`config.mk`:
```
export PLATFORM = sky130hd
export DESIGN_NAME = sdram_port_arbiter_flat
export DESIGN_NICKNAME = d
export VERILOG_FILES = /design/src/rtl/sdram_port_arbiter_pkg.sv /design/src/rtl/sdram_port_arbiter_if.sv /design/src/rtl/sdram_port_arbiter.sv /design/src/flat_wrapper.sv
export SDC_FILE = /design/constraint.sdc
export NUM_CORES = 1
export LEC_CHECK = 0
export BUFFER_PORTS_ARGS = -buffer_cell sky130_fd_sc_hd__buf_2
export CAP_MARGIN = 15
export CORE_UTILIZATION = 40
export DETAILED_ROUTE_END_ITERATION = 6
export PLACE_DENSITY = 0.72
export SYNTH_ARGS = -nofsm -noshare
export SYNTH_HDL_FRONTEND = slang
export SYNTH_SLANG_ARGS = --single-unit
```
`constraint.sdc`:
```
create_clock -name clk -period 2.4 [get_ports clk]
set_input_delay 0.36 -clock clk [delete_from_list [all_inputs] [get_ports clk]]
set_output_delay 0.36 -clock clk [all_outputs]
set_load 0.005 [all_outputs]
```
`src/rtl/sdram_port_arbiter_pkg.sv`:
```
// Shared types and constants for the SDRAM port arbiter: FSM state encoding,
// port identifiers and default geometry.
package sdram_arb_pkg;

  typedef enum logic [1:0] {
    IDLE    = 2'd0,
    CMD     = 2'd1,
    XFER    = 2'd2,
    RELEASE = 2'd3
  } arb_state_t;

  localparam logic PORT_P = 1'b0;
  localparam logic PORT_D = 1'b1;

  localparam int DEFAULT_ADDR_W    = 24;
  localparam int DEFAULT_BURST_LEN = 4;

endpackage

```
`src/rtl/sdram_port_arbiter_if.sv`:
```
// Bundle of the program-cache, data-cache and SDRAM-controller signals seen by
// the arbiter; master is the arbiter's view, slave is the surrounding system.
interface sdram_port_arbiter_if #(
  parameter int ADDR_W = 24
);

  logic              p_req;
  logic [ADDR_W-1:0] p_addr;
  logic [15:0]       p_rdata;
  logic              p_rvalid;
  logic              p_done;

  logic              d_req;
  logic              d_we;
  logic [ADDR_W-1:0] d_addr;
  logic [15:0]       d_wdata;
  logic              d_wready;
  logic [15:0]       d_rdata;
  logic              d_rvalid;
  logic              d_done;

  logic              mem_req;
  logic              mem_we;
  logic [ADDR_W-1:0] mem_addr;
  logic              mem_ack;
  logic [15:0]       mem_wdata;
  logic              mem_wready;
  logic [15:0]       mem_rdata;
  logic              mem_rvalid;

  logic              busy;
  logic [1:0]        grant;
  logic              proto_err;

  modport master (
    input  p_req, p_addr,
    output p_rdata, p_rvalid, p_done,
    input  d_req, d_we, d_addr, d_wdata,
    output d_wready, d_rdata, d_rvalid, d_done,
    output mem_req, mem_we, mem_addr, mem_wdata,
    input  mem_ack, mem_wready, mem_rdata, mem_rvalid,
    output busy, grant, proto_err
  );

  modport slave (
    output p_req, p_addr,
    input  p_rdata, p_rvalid, p_done,
    output d_req, d_we, d_addr, d_wdata,
    input  d_wready, d_rdata, d_rvalid, d_done,
    input  mem_req, mem_we, mem_addr, mem_wdata,
    output mem_ack, mem_wready, mem_rdata, mem_rvalid,
    input  busy, grant, proto_err
  );

endinterface

```
`src/rtl/sdram_port_arbiter.sv`:
```
// Round-robin arbiter sharing one SDRAM controller port between the program
// cache (fills) and the data cache (fills and write-backs), one burst per grant.
module sdram_port_arbiter
  import sdram_arb_pkg::*;
#(
  parameter int ADDR_W    = DEFAULT_ADDR_W,
  parameter int BURST_LEN = DEFAULT_BURST_LEN
) (
  input  logic                 clk,
  input  logic                 reset,
  sdram_port_arbiter_if.master bus
);

  localparam int CNT_W = $clog2(BURST_LEN) + 1;
  localparam logic [CNT_W-1:0] LAST_BEAT = CNT_W'(BURST_LEN - 1);

  localparam logic [1:0] ST_IDLE    = IDLE;
  localparam logic [1:0] ST_CMD     = CMD;
  localparam logic [1:0] ST_XFER    = XFER;
  localparam logic [1:0] ST_RELEASE = RELEASE;

  logic [1:0]        state;
  logic              last_port;
  logic              port_q;
  logic              we_q;
  logic [ADDR_W-1:0] addr_q;
  logic [CNT_W-1:0]  cnt;
  logic [15:0]       p_rdata_q, d_rdata_q;
  logic              p_rvalid_q, d_rvalid_q;
  logic              p_done_q, d_done_q;
  logic              proto_err_q;

  logic in_cmd, in_xfer, rd_xfer, wr_xfer;
  logic pick_d, granted_req, final_beat, violation;

  assign in_cmd  = (state == ST_CMD);
  assign in_xfer = (state == ST_XFER);
  assign rd_xfer = in_xfer & ~we_q;
  assign wr_xfer = in_xfer &  we_q;

  // Data wins when it asks alone, or on a tie when program was served last.
  assign pick_d      = bus.d_req & (~bus.p_req | (last_port == PORT_P));
  assign granted_req = (port_q == PORT_D) ? bus.d_req : bus.p_req;
  assign final_beat  = (cnt == LAST_BEAT);

  // The requester may only drop req once done is visible, i.e. in RELEASE.
  assign violation = (bus.mem_rvalid & ~rd_xfer)
                   | (bus.mem_wready & ~wr_xfer)
                   | (bus.mem_ack    & ~in_cmd)
                   | ((in_cmd | in_xfer) & ~granted_req);

  // NOTE: sequential state uses non-blocking assignments so every register
  // samples the pre-edge values regardless of statement order.
  always_ff @(posedge clk or posedge reset) begin
    if (reset) begin
      state       <= ST_IDLE;
      last_port   <= PORT_P;
      port_q      <= PORT_P;
      we_q        <= 1'b0;
      addr_q      <= '0;
      cnt         <= '0;
      // NOTE: the rdata holding registers are reset as well because they are
      // visible outputs that must read 0 while reset is asserted.
      p_rdata_q   <= '0;
      d_rdata_q   <= '0;
      p_rvalid_q  <= 1'b0;
      d_rvalid_q  <= 1'b0;
      p_done_q    <= 1'b0;
      d_done_q    <= 1'b0;
      proto_err_q <= 1'b0;
    end else begin
      p_rvalid_q <= 1'b0;
      d_rvalid_q <= 1'b0;
      p_done_q   <= 1'b0;
      d_done_q   <= 1'b0;
      if (violation) proto_err_q <= 1'b1;

      case (state)
        ST_IDLE: begin
          if (bus.p_req | bus.d_req) begin
            port_q <= pick_d;
            we_q   <= pick_d & bus.d_we;
            addr_q <= pick_d ? bus.d_addr : bus.p_addr;
            state  <= ST_CMD;
          end
        end
        ST_CMD: begin
          if (bus.mem_ack) begin
            cnt       <= '0;
            last_port <= port_q;
            state     <= ST_XFER;
          end
        end
        ST_XFER: begin
          if (!we_q) begin
            if (bus.mem_rvalid) begin
              cnt <= cnt + 1'b1;
              if (port_q == PORT_D) begin
                d_rdata_q  <= bus.mem_rdata;
                d_rvalid_q <= 1'b1;
                d_done_q   <= final_beat;
              end else begin
                p_rdata_q  <= bus.mem_rdata;
                p_rvalid_q <= 1'b1;
                p_done_q   <= final_beat;
              end
              if (final_beat) state <= ST_RELEASE;
            end
          end else if (bus.mem_wready) begin
            cnt <= cnt + 1'b1;
            if (final_beat) begin
              d_done_q <= 1'b1;
              state    <= ST_RELEASE;
            end
          end
        end
        ST_RELEASE: state <= ST_IDLE;
        default:    state <= ST_IDLE;
      endcase
    end
  end

  assign bus.busy      = (state != ST_IDLE);
  assign bus.grant     = (state == ST_IDLE) ? 2'b00
                       : ((port_q == PORT_D) ? 2'b10 : 2'b01);
  assign bus.proto_err = proto_err_q;

  assign bus.mem_req   = in_cmd;
  assign bus.mem_we    = in_cmd & we_q;
  assign bus.mem_addr  = in_cmd ? addr_q : '0;
  assign bus.mem_wdata = wr_xfer ? bus.d_wdata : 16'h0000;
  assign bus.d_wready  = wr_xfer & bus.mem_wready;

  assign bus.p_rdata   = p_rdata_q;
  assign bus.p_rvalid  = p_rvalid_q;
  assign bus.p_done    = p_done_q;
  assign bus.d_rdata   = d_rdata_q;
  assign bus.d_rvalid  = d_rvalid_q;
  assign bus.d_done    = d_done_q;

endmodule

```
`src/flat_wrapper.sv`:
```
// flat-port wrapper written by rule: the top's interface ports become plain ports
module sdram_port_arbiter_flat import sdram_arb_pkg::*;
#(
  parameter int ADDR_W    = DEFAULT_ADDR_W,
  parameter int BURST_LEN = DEFAULT_BURST_LEN
)
  (clk, reset, bus_p_req, bus_p_addr, bus_p_rdata, bus_p_rvalid, bus_p_done, bus_d_req, bus_d_we, bus_d_addr, bus_d_wdata, bus_d_wready, bus_d_rdata, bus_d_rvalid, bus_d_done, bus_mem_req, bus_mem_we, bus_mem_addr, bus_mem_wdata, bus_mem_ack, bus_mem_wready, bus_mem_rdata, bus_mem_rvalid, bus_busy, bus_grant, bus_proto_err);
  sdram_port_arbiter_if #(.ADDR_W(ADDR_W)) bus_i ();
  input  logic clk;
  input  logic reset;
  input wire logic [$bits(bus_i.p_req)-1:0] bus_p_req;
  input wire logic [$bits(bus_i.p_addr)-1:0] bus_p_addr;
  output wire logic [$bits(bus_i.p_rdata)-1:0] bus_p_rdata;
  output wire logic [$bits(bus_i.p_rvalid)-1:0] bus_p_rvalid;
  output wire logic [$bits(bus_i.p_done)-1:0] bus_p_done;
  input wire logic [$bits(bus_i.d_req)-1:0] bus_d_req;
  input wire logic [$bits(bus_i.d_we)-1:0] bus_d_we;
  input wire logic [$bits(bus_i.d_addr)-1:0] bus_d_addr;
  input wire logic [$bits(bus_i.d_wdata)-1:0] bus_d_wdata;
  output wire logic [$bits(bus_i.d_wready)-1:0] bus_d_wready;
  output wire logic [$bits(bus_i.d_rdata)-1:0] bus_d_rdata;
  output wire logic [$bits(bus_i.d_rvalid)-1:0] bus_d_rvalid;
  output wire logic [$bits(bus_i.d_done)-1:0] bus_d_done;
  output wire logic [$bits(bus_i.mem_req)-1:0] bus_mem_req;
  output wire logic [$bits(bus_i.mem_we)-1:0] bus_mem_we;
  output wire logic [$bits(bus_i.mem_addr)-1:0] bus_mem_addr;
  output wire logic [$bits(bus_i.mem_wdata)-1:0] bus_mem_wdata;
  input wire logic [$bits(bus_i.mem_ack)-1:0] bus_mem_ack;
  input wire logic [$bits(bus_i.mem_wready)-1:0] bus_mem_wready;
  input wire logic [$bits(bus_i.mem_rdata)-1:0] bus_mem_rdata;
  input wire logic [$bits(bus_i.mem_rvalid)-1:0] bus_mem_rvalid;
  output wire logic [$bits(bus_i.busy)-1:0] bus_busy;
  output wire logic [$bits(bus_i.grant)-1:0] bus_grant;
  output wire logic [$bits(bus_i.proto_err)-1:0] bus_proto_err;
  assign bus_i.p_req = bus_p_req;
  assign bus_i.p_addr = bus_p_addr;
  assign bus_p_rdata = bus_i.p_rdata;
  assign bus_p_rvalid = bus_i.p_rvalid;
  assign bus_p_done = bus_i.p_done;
  assign bus_i.d_req = bus_d_req;
  assign bus_i.d_we = bus_d_we;
  assign bus_i.d_addr = bus_d_addr;
  assign bus_i.d_wdata = bus_d_wdata;
  assign bus_d_wready = bus_i.d_wready;
  assign bus_d_rdata = bus_i.d_rdata;
  assign bus_d_rvalid = bus_i.d_rvalid;
  assign bus_d_done = bus_i.d_done;
  assign bus_mem_req = bus_i.mem_req;
  assign bus_mem_we = bus_i.mem_we;
  assign bus_mem_addr = bus_i.mem_addr;
  assign bus_mem_wdata = bus_i.mem_wdata;
  assign bus_i.mem_ack = bus_mem_ack;
  assign bus_i.mem_wready = bus_mem_wready;
  assign bus_i.mem_rdata = bus_mem_rdata;
  assign bus_i.mem_rvalid = bus_mem_rvalid;
  assign bus_busy = bus_i.busy;
  assign bus_grant = bus_i.grant;
  assign bus_proto_err = bus_i.proto_err;
  sdram_port_arbiter #(.ADDR_W(ADDR_W), .BURST_LEN(BURST_LEN)) u_core (.clk(clk), .reset(reset), .bus(bus_i));
endmodule
```
==> metrics.txt <==
run status=complete, no violations; commonest cells after routing, fill and taps aside=buf_2, dfrtp_1, mux2_2, mux2i_1, nand2_1; Hold Slack=approximately 86 ps; global-route wire length before repair=between 10000 and 15000 µm; Sw Pwr=between 1.5 and 2 mW; Routed met1 length=about 3400 µm; static leakage=between 2 and 2.5 nW; drt first pass iters=4; uppermost layer routed=met4; pin count of the biggest net entering global routing=70; Netlist cell types=29; normalized max-slew margin=0.315; startpoint types=register; worst stage delay on the critical path=430 ps; DRT antenna net count=0; FMAX=roughly 0.45 GHz; Post-Route WL=approximately 7500 µm; post-CTS resize count=0; total number of vias=approximately 2600; n_diodes=0; max-cap check violation count=0; critical path cell sequence=inv_1 -> ha_1 -> buf_4 -> and3_1 -> buf_2; crit path capture type=output pin; mapped cell area=0.00329 mm²; Final #Nets=544; crit path time final=2240 ps; layout cells sized above 1=0.504; vias in the first global route=between 2000 and 3000; Initial Utilization=0.419; Max VDD drop=approximately 400 µV; CTS Buffer Depth=2; area leader, netlist=dfrtp_1; die area=roughly 0.0086 mm²; Post-route DRC=0; Post-Synthesis Net Count=between 300 and 400; CTS H-tree lvls=3; TNS Setup=0 ps; DR WL/cell=between 10 and 15 µm; PD cells=1090 mW/mm²; Top delay family on crit path=buffers and inverters; Clock Latency Late Sink=roughly 330 ps; worst slew pin tran=1020 ps; length of routed met2 wiring=~3500 µm; Mean Syn Cell Area=between 10 and 15 µm²; Top Ports=between 150 and 200; Min-Delay Path Class=primary input to asynchronous set/reset pin; period utilization=0.934; switching share of power=0.355; internal power=slightly above 3 mW; Inserted Clock Buffers=9; grt ovf=0; routed wl met3=between 500 and 600 µm; Post-Synthesis Cells=between 200 and 300; arrival time worst endpoint=between 1500 and 2000 ps; most common cell after layout, fill and taps aside=buf_2; synthesis-to-finish area growth=34.7%; buffer count from post-CTS setup fixing=0; clk root buf=clkbuf_8; Final Hold Fails=0; Comb pwr share=0.418; CP Class=register to output pin; antenna violations before repair=0; Post-DP HPWL=5460 µm; Seq pwr share=0.416; Synth warnings=0; Synth Register Bits=around 70; core area=between 0.007 and 0.008 mm²; CP required=a little over 2000 ps; clk sinks=just under 70; cts hold-fix bufs=0; drt via density=between 4 and 5; Port Buffers=170; gr usage total=0.178; Buf+Inv Stages, Crit Path=3; Final Skew=~13 ps; Horiz. Die Dim=slightly above 90 µm; area share of the largest cell type after synthesis=0.526; sequential element share of the synthesized area=0.526; routability congestion estimate=just under 0.7; CP max-delay cell=ha_1; Row Count=32; Clock power frac=0.166; largest cells by area after synthesis=dfrtp_1, mux2_2, mux2i_1; max-slew violation count=0; Final setup viols=0; RSZ-0062 raised after global routing=false; Die Y=approximately 93 µm; Clock transition at path regs=approximately 80 ps; Pwr Total=between 4 and 5 mW; CP max FO=18; TritonCTS clock tree=yes; initial DRC count=29
==> final timing paths <==
check	from	end	slack, ps	cells past startpoint
setup reg to reg	u_core.state[0]	u_core.bus.d_rdata[1]	300	4
min in group clk	bus_mem_rdata[14]	u_core.bus.d_rdata[14]	280	2
hold reg to reg	u_core.addr_q[14]	u_core.addr_q[14]	470	2
max in group asynchronous	reset	u_core.cnt[1]	2000	3
hold / removal	reset	u_core.addr_q[3]	90	3
setup / recovery	u_core.state[0]	bus_d_wready	160	5
==> flip-flops by register name, indices dropped and copies added, names as in the netlist <==
signal and count:
u_core.addr_q 24, u_core.bus.d_rdata 16, u_core.bus.p_rdata 16, u_core.cnt 3, u_core.state 2, u_core.bus.d_done 1
u_core.bus.d_rvalid 1, u_core.bus.p_done 1, u_core.bus.p_rvalid 1, u_core.bus.proto_err 1, u_core.last_port 1, u_core.port_q 1
u_core.we_q 1
==> routing by layer <==
layer  up-vias  GRT usage
met5         -          0
met4         0     0.0641
met3         7     0.0525
met2       118      0.281
met1      1215      0.232
li1       1304          -
==> synth_stat cells <==
cell type  instances
and2_1            26
and3_1            17
ha_1               5
or4_1              1
nand3_1            2
mux2_2            33
o21ai_1            1
o21a_1             1
nand2b_1           2
o21ai_0           25
o2bb2ai_1          1
nor2b_1            3
a22o_1             1
nor3_4             1
nand4b_2           1
nand2_1           28
buf_2              3
a221oi_1           1
a2111oi_4          1
clkbuf_1          12
a21boi_0           1
nor2_1             2
buf_4              4
a211oi_2           1
mux2i_1           31
inv_1              9
dfrtp_1           69
nor3b_1            1
a32o_1             1
==> cells by family (layout without fill, tap and decap cells) <==
family / count (synthesis) / count (layout) / synth area share
DFF: 69 / 69 / 0.526
AOI/OAI and AO/OA: 34 / 34 / 0.0674
buffers and inverters: 28 / 200 / 0.0377
muxes: 64 / 64 / 0.208
adders and majority gates: 5 / 5 / 0.0190
and+or+nand+nor: 84 / 84 / 0.143
==> cell type report <==
cell class / count / area (µm²)
Multi-Input combinational cell: 187 / 1460
Clock inverter: 6 / 40.0
Inverter: 9 / 33.8
Timing Repair Buffer: 175 / 913
Tap cell: 102 / 128
Sequential cell: 69 / 1730
Fill cell: 736 / 3420
Clock buffer: 10 / 128
==> worst reg2reg max path: stages, from the launching register on <==
cell      delay, ps
dfrtp_1         390
inv_1           100
ha_1            430
nand4b_2        580
mux2_2          470
==> metrics by stage <==
stage          worst slack (ps)  std cells  instance area [µm²]  utilization
2_1_floorplan               300        284                 3290            -
3_3_place_gp                356        542                 4260        0.543
3_5_place_dp                307        542                 4260        0.543
4_1_cts                     125        558                 4430        0.564
5_1_grt                    19.3        558                 4430        0.564
6_report                    158        558                 4430        0.564
==> power by group through the flow <==
stage / logic, mW / registers (mW) / clock network, mW
finish: 2.02 / 2.00 / 0.801
global route: 2.26 / 2.07 / 0.899
CTS: 2.05 / 2.01 / 0.839
floorplan: 1.29 / 1.95 / 0
detailed placement: 2.05 / 2.02 / 0
global placement: 1.97 / 2.00 / 0
Power figures use the tool's default switching activity.
